File: config.mk
export PLATFORM = sky130hd
export DESIGN_NAME = shift_sched
export DESIGN_NICKNAME = d
export VERILOG_FILES = /design/src/rtl/shift_sched.sv
export SDC_FILE = /design/constraint.sdc
export NUM_CORES = 1
export LEC_CHECK = 0
export ABC_AREA = 1
export BUFFER_PORTS_ARGS = -buffer_cell sky130_fd_sc_hd__buf_2
export CORE_ASPECT_RATIO = 0.9
export CORE_MARGIN = 1
export CORE_UTILIZATION = 55
export DETAILED_ROUTE_END_ITERATION = 8
export GPL_TIMING_DRIVEN = 0
export PLACE_DENSITY = 0.86
export SYNTH_ARGS = -nofsm -noshare
export SYNTH_HDL_FRONTEND = slang
export SYNTH_SLANG_ARGS = --single-unit
export TNS_END_PERCENT = 100
File: constraint.sdc
create_clock -name clk -period 1.7 [get_ports clk]
set_input_delay 0.17 -clock clk [delete_from_list [all_inputs] [get_ports clk]]
set_output_delay 0.17 -clock clk [all_outputs]
set_load 0.05 [all_outputs]
File: src/rtl/shift_sched.sv
// Address sequencer for the shift partitions: prescaled run/pause/step plus the PR freeze/decouple handshake.
// Optional feature: define SHIFT_SCHED_WRAP_IRQ_EN to add the wrap_irq output.
module shift_sched #(
    parameter int ADDR_W    = 12,
    parameter int PRESCALE  = 2**23,
    parameter int GUARD_CYC = 16
) (
    input  logic              clk,
    input  logic              rst_n,
    input  logic              start_i,
    input  logic              pause_i,
    input  logic              step_i,
    input  logic              pr_req,
    input  logic              pr_done,
    output logic              shift_en,
    output logic [ADDR_W-1:0] shift_addr,
    output logic              pr_ack,
    output logic [2:0]        state_o
`ifdef SHIFT_SCHED_WRAP_IRQ_EN
    ,
    output logic              wrap_irq
`endif
);

    localparam int PS_W = (PRESCALE > 2) ? $clog2(PRESCALE) : 1;
    localparam int GC_W = $clog2(GUARD_CYC + 1);
    localparam logic [PS_W-1:0] PS_MAX = PS_W'(PRESCALE - 1);
    localparam logic [GC_W-1:0] GC_MAX = GC_W'(GUARD_CYC - 1);

    typedef enum logic [2:0] {
        ST_IDLE     = 3'b000,
        ST_RUN      = 3'b001,
        ST_PAUSE    = 3'b010,
        ST_GUARD    = 3'b011,
        ST_DECOUPLE = 3'b100
    } state_t;

    state_t            state_q, state_d;
    state_t            saved_q, saved_d;
    logic [PS_W-1:0]   ps_q, ps_d;
    logic [ADDR_W-1:0] addr_q, addr_d;
    logic [GC_W-1:0]   guard_q, guard_d;
    logic              en_q, en_d;
    logic              ack_q, ack_d;

    always_comb begin
        state_d = state_q;
        saved_d = saved_q;
        ps_d    = ps_q;
        addr_d  = addr_q;
        guard_d = guard_q;
        case (state_q)
            ST_IDLE: begin
                if (pr_req) begin
                    state_d = ST_GUARD;
                    saved_d = ST_IDLE;
                    guard_d = '0;
                end else if (start_i) begin
                    state_d = ST_RUN;
                    ps_d    = '0;
                end
            end
            ST_RUN: begin
                // The prescaler only advances on edges that stay in RUN, so a
                // pause or PR entry freezes it without losing or adding a tick.
                if (pr_req) begin
                    state_d = ST_GUARD;
                    saved_d = ST_RUN;
                    guard_d = '0;
                end else if (pause_i) begin
                    state_d = ST_PAUSE;
                end else if (ps_q == PS_MAX) begin
                    ps_d   = '0;
                    addr_d = addr_q + ADDR_W'(1);
                end else begin
                    ps_d = ps_q + PS_W'(1);
                end
            end
            ST_PAUSE: begin
                if (pr_req) begin
                    state_d = ST_GUARD;
                    saved_d = ST_PAUSE;
                    guard_d = '0;
                end else if (start_i) begin
                    state_d = ST_RUN;
                end else if (step_i) begin
                    addr_d = addr_q + ADDR_W'(1);
                end
            end
            ST_GUARD: begin
                if (!pr_req) begin
                    state_d = saved_q;
                end else if (guard_q == GC_MAX) begin
                    state_d = ST_DECOUPLE;
                end else begin
                    guard_d = guard_q + GC_W'(1);
                end
            end
            ST_DECOUPLE: begin
                if (pr_done) begin
                    state_d = saved_q;
                end
            end
            default: begin
                state_d = ST_IDLE;
            end
        endcase
        en_d  = (state_d == ST_RUN) || (state_d == ST_PAUSE);
        ack_d = (state_d == ST_DECOUPLE);
    end

    always_ff @(posedge clk) begin
        if (!rst_n) begin
            state_q <= ST_IDLE;
            saved_q <= ST_IDLE;
            ps_q    <= '0;
            addr_q  <= '0;
            guard_q <= '0;
            en_q    <= 1'b0;
            ack_q   <= 1'b0;
        end else begin
            state_q <= state_d;
            saved_q <= saved_d;
            ps_q    <= ps_d;
            addr_q  <= addr_d;
            guard_q <= guard_d;
            en_q    <= en_d;
            ack_q   <= ack_d;
        end
    end

    assign shift_en   = en_q;
    assign shift_addr = addr_q;
    assign pr_ack     = ack_q;
    assign state_o    = state_q;

`ifdef SHIFT_SCHED_WRAP_IRQ_EN
    logic wrap_irq_q, wrap_irq_d;

    // The address only ever moves by +1, so any change away from all-ones is a wrap.
    always_comb begin
        wrap_irq_d = (addr_q == '1) && (addr_d != addr_q);
    end

    always_ff @(posedge clk) begin
        if (!rst_n) begin
            wrap_irq_q <= 1'b0;
        end else begin
            wrap_irq_q <= wrap_irq_d;
        end
    end

    assign wrap_irq = wrap_irq_q;
`endif

endmodule

==> Implementation_results.wiki, run 1 <==
{| class="wikitable"
! Metric !! Value
|-
| Met3 Track Usage GR || 4.84%
|-
| Horizontal die dimension || 73.6 um
|-
| Worst Tran Pin Value || 0.493 ns
|-
| Min cycle time layout || 1.61 ns
|-
| Hold/Removal Path Class || input pin to flop
|-
| Antenna diode count || 0
|-
| WL final || 5720 um
|-
| Maximum Capacitance Violations || 0
|-
| Total CTS buffers || 5
|-
| Library cells used by synthesis || 31
|-
| HPWL Detailed || 4040 um
|-
| Count of hold-fix buffers inserted at cts || 0
|-
| Syn Inst Count || 367
|-
| Final TNS setup || 0 ns
|-
| Max Slew Vio Count || 0
|-
| Core area || 0.00443 sq mm
|-
| Total count of hold-check failures in the final report || 0
|-
| CTS Root Cell || sky130_fd_sc_hd__clkbuf_8
|-
| Placed cell count || 451
|-
| Clock latency of the later-clocked register in the worst-skew pair || 0.31 ns
|-
| Relative slew slack || 67.1%
|-
| Floorplan die area || 0.00489 sq mm
|-
| CTS tree || yes
|-
| Final cycle utilization of the critical path || 94.6%
|-
| Number of rows created at floorplan || 23
|-
| Total number of clock tree sinks || 47
|-
| Most used DFF post-synth || sky130_fd_sc_hd__dfxtp_1
|-
| Sequential share of the synthesized area || 37.1%
|-
| Met1 track demand over resource in global routing || 31.2%
|-
| Clock Path Buffers || 2
|-
| Number of filler cells placed in the layout || 376
|-
| Grt total ovfl || 0
|-
| Area of the mapped netlist || 0.00254 sq mm
|-
| Number of cells on the worst reg-to-reg path || 11
|-
| Proportion of layout cells with a drive suffix above 1 || 19.7%
|-
| CP Max Fanout || 10
|-
| Yosys warning total || 0
|-
| Clock transition at path regs || 0.09 ns
|-
| Routability Congestion || 0.909
|-
| Worst path setup slack after routing || 0.0914 ns
|-
| Count of flip-flops with a built-in enable after synthesis || 0
|-
| Placement-stage cell area || 0.00273 sq mm
|-
| Drt via density || 5.40
|-
| First drt pass iteration count || 4
|-
| Start point of the critical path || ps_q[0]
|-
| Post-synth net total || 378
|-
| Post-DR wirelength/cell || 12.4 um
|-
| Peak supply drop || 0.596 mV
|-
| Reg2Reg Setup Slack || 0.09 ns
|-
| Total Nets Final || 411
|-
| Final Cell Area || 0.00294 sq mm
|-
| Antenna violations before repair || 0
|-
| Cell leakage power || 0.00108 uW
|-
| Detail Route Antenna Nets || 0
|-
| Detailed router's first-iteration violation count || 212
|-
| Buffers on Ports || 22
|-
| Worst slack after detailed placement || -0.109 ns
|-
| Data required time at the worst endpoint || 1.88 ns
|-
| Critical register-to-register path startpoint || ps_q[0]
|-
| Global-route wire length before repair || 9230 um
|-
| Data arrival time of the critical path || 1.79 ns
|-
| DRC || 0
|-
| Setup crit start kind || flop
|-
| Routed via count || 2500
|-
| Number of levels the H-tree was split into || 2
|-
| Top-level port count || 24
|-
| Proportion of register bits with asynchronous set or reset after synthesis || 0%
|-
| Area Growth Syn to Fin || 15.8%
|-
| Final Util || 66.3%
|-
| Setup crit end kind || flop
|-
| Flip-flop and latch count after synthesis || 47
|-
| PD cells || 751 mW/mm^2
|-
| Die Ht || 66.5 um
|-
| Number of cells in the finished layout apart from fillers || 463
|-
| Largest net degree at the start of global routing || 15
|-
| Sequential cell area || 952 sq um
|-
| Critical setup path kind || flop to flop
|-
| FF-to-FF End || shift_addr[8]
|-
| Avg Inst Size Synth || 6.92 sq um
|-
| Count of endpoints failing setup in the final report || 0
|-
| Busiest layer in global routing || met2
|-
| Starting Density || 57.3%
|-
| Vias in the first global route || 2159
|-
| Met2 layer usage reported by global route || 39.1%
|-
| Largest clock skew in the final design || 0.00937 ns
|-
| GRT Overall Usage || 24.3%
|-
| Multi-input combinational cell area || 0.00147 sq mm
|-
| Run status || finished, final reports clean
|-
| Setup crit end || shift_addr[8]
|-
| Fmax || 0.622 GHz
|}
[through the flow]
step                power [uW]  hold slack, ns
finish                    2210           0.133
global placement          1340           0.428
floorplan                 1300           0.309
detailed placement        1350           0.445
CTS                       2210           0.125
global route              2280           0.178
[metal layers]
layer  share of wire [%]  vias to the layer above  wire length, um
li1                    -                     1271                -
met1                  46                     1150             2630
met2                  47                       68             2720
met3                 4.8                       11              275
met4                 1.7                        0               95
met5                   0                        -                0
[registers in the layout (all words and copies together), names as in the netlist]
register and count:
ps_q 23, shift_en 1, shift_addr 12, pr_ack 1, guard_q 5, saved_q 2, state_o 3
[worst max-delay path, stage by stage, from the launching register on]
cell                      delay, ns
sky130_fd_sc_hd__dfxtp_2       0.36
sky130_fd_sc_hd__ha_4          0.14
sky130_fd_sc_hd__nand2_1       0.06
sky130_fd_sc_hd__nor2_2        0.15
sky130_fd_sc_hd__nand2_2       0.10
sky130_fd_sc_hd__nor2_4        0.11
sky130_fd_sc_hd__nand3_1       0.10
sky130_fd_sc_hd__nand2_2       0.13
sky130_fd_sc_hd__nand2_2       0.07
sky130_fd_sc_hd__buf_6         0.14
sky130_fd_sc_hd__nand2_1       0.06
sky130_fd_sc_hd__a21oi_1       0.06
[cells in the mapped netlist, types with 3 or more instances]
master                     instances  share of area (%)
sky130_fd_sc_hd__buf_2             4               0.79
sky130_fd_sc_hd__nor2_1           56                8.3
sky130_fd_sc_hd__xnor2_1           7                2.4
sky130_fd_sc_hd__ha_1              4                2.0
sky130_fd_sc_hd__clkbuf_1          3               0.44
sky130_fd_sc_hd__nor2_4            3                1.3
sky130_fd_sc_hd__nand2_2           4               0.99
sky130_fd_sc_hd__nand2_1          75                 11
sky130_fd_sc_hd__nor2_2            4               0.99
sky130_fd_sc_hd__dfxtp_1          47                 37
sky130_fd_sc_hd__a31oi_1           3               0.74
sky130_fd_sc_hd__inv_1            26                3.8
sky130_fd_sc_hd__nand3_1          45                8.9
sky130_fd_sc_hd__a21oi_1          25                4.9
sky130_fd_sc_hd__nor3_2            3                1.2
sky130_fd_sc_hd__nor3_1           11                2.2
sky130_fd_sc_hd__nand4_1           8                2.0
sky130_fd_sc_hd__xor2_1           13                4.5
sky130_fd_sc_hd__inv_2             4               0.59
sky130_fd_sc_hd__o21ai_0           8                1.6
[where the power goes]
part	internal, uW	switching [uW]	total (uW)
clock	476	389	865
combinational	62.3	151	213
sequential	1110	14.6	1130
[logic make-up (layout without fill, tap and decap cells)]
family	count (synthesis)	after routing	synth area share (%)
AO/OA/AOI/OAI	39	39	8.13
buffers and inverters	41	75	6.85
XOR/XNOR	20	20	6.90
AND/OR/NAND/NOR	216	216	39.1
flip-flops	47	47	37.1
adder cells (fa/ha/maj)	4	4	1.97
[final cells by class]
class                      count  area share [%]
sequential                    47            32.4
clock buffer                   6            2.81
buffer                        10            2.34
tap                           62            2.64
clock inverter                 2            1.19
timing repair buffer          26            4.77
multi-input combinational    279            49.9
inverter                      31            3.96
[layout by cell type, fill, tap and decap left out, types with 5 or more instances in the layout]
cell and n:
sky130_fd_sc_hd__xnor2_1 7, sky130_fd_sc_hd__dfxtp_1 38, sky130_fd_sc_hd__a21oi_1 24, sky130_fd_sc_hd__nor2_1 54, sky130_fd_sc_hd__buf_4 8, sky130_fd_sc_hd__nand4_1 8, sky130_fd_sc_hd__clkbuf_8 6, sky130_fd_sc_hd__inv_1 26
sky130_fd_sc_hd__dfxtp_2 9, sky130_fd_sc_hd__buf_2 23, sky130_fd_sc_hd__nand3_1 45, sky130_fd_sc_hd__nand2_1 72, sky130_fd_sc_hd__nand2_2 6, sky130_fd_sc_hd__nor2_2 5, sky130_fd_sc_hd__nor3_1 10, sky130_fd_sc_hd__o21ai_0 8
sky130_fd_sc_hd__xor2_1 13
[worst min-delay path by stage]
stage	from	endpoint	slack [ns]	cells after the start
after floorplan	pr_req	saved_q[1]	0.31	2
after global placement	pr_req	saved_q[1]	0.43	3
after detailed placement	pr_req	saved_q[1]	0.45	3
after CTS	pr_req	saved_q[1]	0.12	3
after global routing	pr_req	saved_q[1]	0.18	3
final	pr_req	saved_q[1]	0.13	3
[what timing repair did]
action	CTS	global route
pin swaps	0	4
buffers inserted	0	4
endpoints found under the setup margin	30	36
resized for setup	7	12
(Power assumes the default switching activity.)
==> run 2, diff against run 1 <==
==> constraint.sdc (replaced) <==
create_clock -name clk -period 2 [get_ports clk]
set_input_delay 0.2 -clock clk [delete_from_list [all_inputs] [get_ports clk]]
set_output_delay 0.2 -clock clk [all_outputs]
set_load 0.05 [all_outputs]
==> run 2 against run 1 <==
Clock-buffer cell count fell by 1. Die area did not move. Total power fell by 12%. First-iteration DRC count fell by 9.0%. Cell area fell by 2.6%. Register-to-register slack improved by 0.09 ns. Worst setup slack improved by 0.094 ns. Via count fell by 1.3%. Clock power fell by 4.4%. Hold slack improved by 0.015 ns. Global-route usage rose by 0.62 points.
==> Implementation_results.wiki, run 2 (same netlist as run 1, synthesis figures left out) <==
{| class="wikitable"
! Metric !! Value
|-
| CTS Root Cell || sky130_fd_sc_hd__clkbuf_8
|-
| Fmax || 0.551 GHz
|-
| Worst hold slack || 0.148 ns
|-
| Drt via density || 5.38
|-
| Count of hold-fix buffers inserted at cts || 0
|-
| Post-DR wirelength/cell || 12.1 um
|-
| Floorplan die area || 0.00489 sq mm
|-
| Maximum Capacitance Violations || 0
|-
| Critical setup path kind || flop to flop
|-
| Max Slew Vio Count || 0
|-
| Cell chain of the critical path || ha_1, nand2_1, nor2_1, nand2_2, nor2_2, nand3_1, nand2_2, nand2_1, buf_2, nand2_1, a21oi_1
|-
| Routed via count || 2468
|-
| CTS tree || yes
|-
| Vias in the first global route || 2157
|-
| Data arrival time of the critical path || 1.99 ns
|-
| First drt pass iteration count || 4
|-
| Buffers on Ports || 22
|-
| Total count of hold-check failures in the final report || 0
|-
| CP Max Fanout || 10
|-
| Global-route wire length before repair || 9340 um
|-
| HPWL Detailed || 4040 um
|-
| Cell Int Power || 1490 uW
|-
| PD cells || 682 mW/mm^2
|-
| Core area || 0.00443 sq mm
|-
| Setup repair after global routing missed its margin || no
|-
| Count of endpoints failing setup in the final report || 0
|-
| Clock transition at path regs || 0.09 ns
|-
| Commonest non-fill, non-tap cell in the layout || sky130_fd_sc_hd__nand2_1
|-
| Run status || finished, final reports clean
|-
| Detailed router's first-iteration violation count || 193
|-
| CP dominant cell by count || sky130_fd_sc_hd__nand2_1
|-
| Clk network pwr share || 42.3%
|-
| Top-level port count || 24
|-
| Setup crit end kind || flop
|-
| Setup crit start kind || flop
|-
| Detail Route Antenna Nets || 0
|-
| Die Ht || 66.5 um
|-
| Number of levels the H-tree was split into || 2
|-
| Total number of clock tree sinks || 47
|-
| Grt total ovfl || 0
|-
| Final TNS setup || 0 ns
|-
| Longest individual stage delay on the worst path || 0.38 ns
|-
| Worst path setup slack after routing || 0.185 ns
|-
| Largest clock skew in the final design || 0.00940 ns
|-
| Antenna diode count || 0
|-
| Worst Hold Path Cells || 3
|-
| Peak supply drop || 0.443 mV
|-
| Number of cells on the worst reg-to-reg path || 11
|-
| Setup Fix Bufs, Post-CTS || 0
|-
| Most frequent cells in the layout || sky130_fd_sc_hd__nand2_1 (75), sky130_fd_sc_hd__nor2_1 (56), sky130_fd_sc_hd__dfxtp_1 (47), sky130_fd_sc_hd__nand3_1 (45)
|-
| DRC || 0
|-
| Switching part of the total power || 23.7%
|-
| Clock latency of the later-clocked register in the worst-skew pair || 0.30 ns
|-
| Final cycle utilization of the critical path || 90.7%
|-
| Reg power frac || 49.1%
|-
| GRT Overall Usage || 24.9%
|-
| Relative slew slack || 66.6%
|-
| Resize count post-CTS || 0
|-
| Switching power || 462 uW
|-
| Number of flip-flops in the largest register || 23
|-
| Hold/Removal Path Class || input pin to flop
|-
| Number of rows created at floorplan || 23
|-
| Largest net degree at the start of global routing || 16
|-
| WL final || 5560 um
|-
| Area Growth Syn to Fin || 12.8%
|-
| Data required time at the worst endpoint || 2.17 ns
|-
| Worst slack after detailed placement || 0.217 ns
|-
| Clock Path Buffers || 2
|-
| Antenna violations before repair || 0
|-
| Total CTS buffers || 5
|-
| Max stage delay cell, worst path || sky130_fd_sc_hd__dfxtp_1
|-
| Starting Density || 57.3%
|-
| Proportion of layout cells with a drive suffix above 1 || 14.6%
|-
| Cell leakage power || 0.00105 uW
|-
| Horizontal die dimension || 73.6 um
|-
| Min cycle time layout || 1.81 ns
|-
| Worst Tran Pin Value || 0.501 ns
|-
| Total Nets Final || 407
|-
| Largest register by flop count || ps_q
|-
| Comb power frac || 8.6%
|-
| Routability Congestion || 0.875
|}
==> run 2: cell count changes in the layout (fill, tap and decap cells not counted), moves of 2 or more <==
cell                      before  now
sky130_fd_sc_hd__dfxtp_2       9    0
sky130_fd_sc_hd__nand2_2       6    4
sky130_fd_sc_hd__buf_4         8    2
sky130_fd_sc_hd__dfxtp_1      38   47
sky130_fd_sc_hd__nand2_1      72   75
sky130_fd_sc_hd__buf_2        23   26
sky130_fd_sc_hd__nor2_1       54   56
==> run 2: final timing paths <==
| kind | startpoint | endpoint | slack, ns |
|---|---|---|---|
| setup / recovery | ps_q[0] | shift_addr[4] | 0.19 |
| hold / removal | pr_req | saved_q[1] | 0.15 |
| setup reg to reg | ps_q[0] | shift_addr[4] | 0.19 |
| hold reg to reg | ps_q[22] | ps_q[22] | 0.48 |
==> run 2: area by class of cell <==
| type | count | area, sq um |
|---|---|---|
| Clock inverter | 3 | 67.6 |
| Timing Repair Buffer | 22 | 110 |
| Sequential cell | 47 | 941 |
| Inverter | 31 | 116 |
| Fill cell | 394 | 1570 |
| Clock buffer | 5 | 68.8 |
| Multi-Input combinational cell | 279 | 1420 |
| Tap cell | 62 | 77.6 |
| Buffer | 10 | 57.6 |
==> run 2: metal layers <==
layer  wire [um]  GRT usage, %  vias to the layer above  part of all wire, %
met1        2550          32.1                     1136                   46
met2        2650          39.7                       62                   48
met5           0             0                        -                    0
li1            -             -                     1261                    -
met4          71          9.62                        0                  1.3
met3         286          6.51                        9                  5.1
==> run 2: critical path, delay by kind of cell (launching register included) <==
family                     cells  cell delay (ns)
and+or+nand+nor                8             0.85
DFF                            1             0.38
adders and majority gates      1             0.20
buffers and inverters          1             0.19
AOI/OAI and AO/OA              1             0.06
==> run 2: per-stage QoR <==
stage          utilization, %  total power (uW)  instance area, sq um  instances
2_1_floorplan               -              1100                  2540        367
3_3_place_gp             61.5              1140                  2730        451
3_5_place_dp             61.5              1150                  2730        451
4_1_cts                  64.6              1970                  2860        459
5_1_grt                  64.6              2030                  2860        459
6_report                 64.6              1950                  2860        459
==> run 2: power groups by stage <==
| stage | Combinational, uW | Sequential [uW] | Clock (uW) |
|---|---|---|---|
| 2_1_floorplan | 102 | 1000 | 0 |
| 3_3_place_gp | 164 | 980 | 0 |
| 3_5_place_dp | 165 | 981 | 0 |
| 4_1_cts | 166 | 959 | 841 |
| 5_1_grt | 183 | 961 | 886 |
| 6_report | 167 | 959 | 827 |
==> run 3, diff against run 2 <==
--- a/config.mk
+++ b/config.mk
@@ -5,7 +5,6 @@
 export SDC_FILE = /design/constraint.sdc
 export NUM_CORES = 1
 export LEC_CHECK = 0
-export ABC_AREA = 1
 export BUFFER_PORTS_ARGS = -buffer_cell sky130_fd_sc_hd__buf_2
 export CORE_ASPECT_RATIO = 0.9
 export CORE_MARGIN = 1
==> run 3 against run 2 <==
Die area is 7.5% lower. Cell area is 1.8% higher. Sequential share of layout area up 0.14 points. Cell count fell by 21%. Clock skew up 0.0020 ns. Non-clock buffer count increased by 14. Sequential power about the same. Flip-flop and latch count unchanged. Worst setup slack lost 0.12 ns. Critical path type unchanged. Largest cell class unchanged.
==> Implementation_results.wiki, run 3 <==
{| class="wikitable"
! Metric !! Value
|-
| Core area || 0.00407 sq mm
|-
| Clock transition at path regs || 0.09 ns
|-
| Mux cell area share after synthesis || 0%
|-
| Antenna violations before repair || 0
|-
| First drt pass iteration count || 6
|-
| Total number of clock tree sinks || 47
|-
| Worst path setup slack after routing || 0.0698 ns
|-
| Hold/Removal Path Class || input pin to flop
|-
| Largest net degree at the start of global routing || 15
|-
| Grt total ovfl || 0
|-
| Avg Inst Size Synth || 8.65 sq um
|-
| Setup crit end || shift_addr[11]
|-
| WL final || 5280 um
|-
| Cell chain of the critical path || buf_6, nand3b_1, o211ai_4, or4_4, or4_1, a21oi_1
|-
| Longest individual stage delay on the worst path || 0.48 ns
|-
| Fmax || 0.518 GHz
|-
| HPWL Detailed || 3430 um
|-
| Proportion of register bits with asynchronous set or reset after synthesis || 0%
|-
| Drt via density || 5.99
|-
| Most used DFF post-synth || sky130_fd_sc_hd__dfxtp_1
|-
| Die Ht || 63.9 um
|-
| Routed via count || 2163
|-
| Peak supply drop || 0.354 mV
|-
| Most common cell in the netlist || sky130_fd_sc_hd__dfxtp_1
|-
| Global-route wire length before repair || 8480 um
|-
| Clock Path Buffers || 2
|-
| Number of rows created at floorplan || 22
|-
| Buffers on Ports || 22
|-
| Most instantiated cells after synthesis || sky130_fd_sc_hd__dfxtp_1 (47), sky130_fd_sc_hd__nor2_1 (38), sky130_fd_sc_hd__a21oi_1 (21), sky130_fd_sc_hd__nand3_1 (18), sky130_fd_sc_hd__xor2_1 (15)
|-
| Floorplan die area || 0.00453 sq mm
|-
| Yosys warning total || 0
|-
| Maximum Capacitance Violations || 0
|-
| Antenna diode count || 0
|-
| Area of the mapped netlist || 0.00234 sq mm
|-
| Relative slew slack || 63.4%
|-
| Worst Tran Pin Value || 0.547 ns
|-
| Detailed router's first-iteration violation count || 199
|-
| GRT Overall Usage || 23.2%
|-
| Number of flip-flops in the largest register || 23
|-
| Worst Hold Path Cells || 2
|-
| Met2 layer usage reported by global route || 40.0%
|-
| Setup crit start kind || flop
|-
| Met3 Track Usage GR || 4.42%
|-
| XOR/XNOR Fraction of Synth Area || 8.22%
|-
| Min cycle time layout || 1.93 ns
|-
| Clock latency of the later-clocked register in the worst-skew pair || 0.30 ns
|-
| Cell leakage power || 0.00108 uW
|-
| Cell accounting for the most synthesized area || sky130_fd_sc_hd__dfxtp_1
|-
| Sequential share of the synthesized area || 40.1%
|-
| Setup crit end kind || flop
|-
| Largest register by flop count || ps_q
|-
| Total Nets Final || 323
|-
| Number of cells on the worst reg-to-reg path || 6
|-
| Largest clock skew in the final design || 0.0114 ns
|-
| Area Growth Syn to Fin || 24.4%
|-
| Busiest layer in global routing || met2
|-
| Vias in the first global route || 1947
|-
| Commonest non-fill, non-tap cell in the layout || sky130_fd_sc_hd__nor2_1
|-
| DRC || 0
|-
| Data arrival time of the critical path || 2.17 ns
|-
| Critical register-to-register path startpoint || state_o[1]
|-
| Worst slack after detailed placement || -0.151 ns
|-
| Flip-flop and latch count after synthesis || 47
|-
| Detail Route Antenna Nets || 0
|-
| Cells taking the most area after synthesis || sky130_fd_sc_hd__dfxtp_1 (40%), sky130_fd_sc_hd__nor2_1 (6.1%), sky130_fd_sc_hd__xor2_1 (5.6%)
|-
| Top-level port count || 24
|-
| Met1 track demand over resource in global routing || 29.3%
|-
| Count of flip-flops with a built-in enable after synthesis || 0
|-
| Post-synthesis compound-gate area fraction || 13.8%
|-
| CP Max Fanout || 10
|-
| PD cells || 662 mW/mm^2
|-
| Proportion of netlist area held by the largest area contributor || 40.1%
|-
| Placement-stage cell area || 0.00255 sq mm
|-
| Run status || finished, final reports clean
|-
| Simple-gate share of the synthesized area || 31.6%
|-
| Final TNS setup || 0 ns
|-
| Proportion of layout cells with a drive suffix above 1 || 29.4%
|-
| Critical setup path kind || flop to flop
|-
| Final Cell Area || 0.00292 sq mm
|-
| CTS tree || yes
|-
| Max stage delay cell, worst path || sky130_fd_sc_hd__or4_1
|-
| Most frequent cells in the layout || sky130_fd_sc_hd__nor2_1 (38), sky130_fd_sc_hd__dfxtp_1 (36), sky130_fd_sc_hd__buf_2 (24), sky130_fd_sc_hd__a21oi_1 (19), sky130_fd_sc_hd__buf_4 (16)
|-
| Start point of the critical path || state_o[1]
|-
| FF-to-FF End || shift_addr[11]
|-
| Routability Congestion || 0.859
|-
| Data required time at the worst endpoint || 2.24 ns
|-
| Max Slew Vio Count || 0
|-
| Post-DR wirelength/cell || 14.6 um
|-
| Reg2Reg Setup Slack || 0.07 ns
|-
| PnR Total Power || 1930 uW
|-
| Post-synthesis adder-cell area fraction || 2.14%
|-
| Syn Inst Count || 271
|-
| Count of endpoints failing setup in the final report || 0
|-
| Total CTS buffers || 5
|-
| Post-synth net total || 282
|-
| Final cycle utilization of the critical path || 96.5%
|-
| Count of hold-fix buffers inserted at cts || 0
|-
| Starting Density || 57.5%
|-
| Number of levels the H-tree was split into || 2
|-
| Library cells used by synthesis || 45
|-
| Combinational family with the most area after synthesis || simple AND/OR/NAND/NOR gates
|-
| Horizontal die dimension || 70.8 um
|-
| Total count of hold-check failures in the final report || 0
|-
| CTS Root Cell || sky130_fd_sc_hd__clkbuf_8
|}
-- run 3: changes by cell type after synthesis, moves of 6 or more --
cell / change
sky130_fd_sc_hd__o31ai_1: +9
sky130_fd_sc_hd__or4_1: +11
sky130_fd_sc_hd__nand2_1: -61
sky130_fd_sc_hd__nor3_1: -8
sky130_fd_sc_hd__nor2_1: -18
sky130_fd_sc_hd__and3_1: +7
sky130_fd_sc_hd__nand3_1: -27
sky130_fd_sc_hd__inv_1: -19
sky130_fd_sc_hd__o21ai_0: -6
-- run 3: logic make-up (layout without fill, tap and decap cells) --
group / count (synthesis) / after routing
simple gates: 128 / 128
compound gates: 49 / 49
flops: 47 / 47
xor+xnor: 22 / 22
buf+inv: 21 / 63
fa+ha+maj: 4 / 4
-- run 3: worst max-delay path: cells and delay by family (launching register included) --
kind / cells / cell delay (ns)
and+or+nand+nor: 3 / 1.11
DFF: 1 / 0.36
AOI/OAI and AO/OA: 2 / 0.26
buffers and inverters: 1 / 0.13
-- run 3: area by class of cell --
cell class	count	area (sq um)
fill	293	1160
sequential	47	962
tap	48	60.1
inverter	9	36.3
clock buffer	6	82.6
buffer	11	83.8
clock inverter	2	35.0
multi-input combinational	203	1440
timing repair buffer	35	220
-- run 3: how the worst min path moves through the flow --
stage / startpoint / slack [ns] / to
floorplan: rst_n / 0.35 / shift_en
global placement: ps_q[22] / 0.46 / ps_q[22]
detailed placement: ps_q[22] / 0.47 / ps_q[22]
CTS: rst_n / 0.18 / saved_q[0]
global route: rst_n / 0.20 / saved_q[0]
finish: rst_n / 0.20 / saved_q[0]
-- run 3: power breakdown --
group	total [uW]	internal (uW)	leakage, uW	switching [uW]
registers	960	949	0.000386	11.7
logic	249	91.0	0.000630	158
clock network	720	405	0.0000612	315
-- run 3: layer usage --
metal | share of wire, % | up-vias
met1 | 45 | 1020
met2 | 49 | 62
met4 | 1.1 | 0
met5 | 0 | -
li1 | - | 1074
met3 | 5.2 | 7
-- run 3: timing repair --
item                       4_1_cts  5_1_grt
pin swaps                        7        5
buffers inserted                 5        8
gates resized for setup         12       26
setup endpoints to repair       30       32
-- run 3: per-stage QoR --
step | utilization [%] | std cells | hold WS (ns)
6_report | 71.6 | 361 | 0.197
5_1_grt | 71.6 | 361 | 0.196
4_1_cts | 67.6 | 354 | 0.183
3_5_place_dp | 62.5 | 341 | 0.467
3_3_place_gp | 62.5 | 341 | 0.456
2_1_floorplan | - | 271 | 0.346
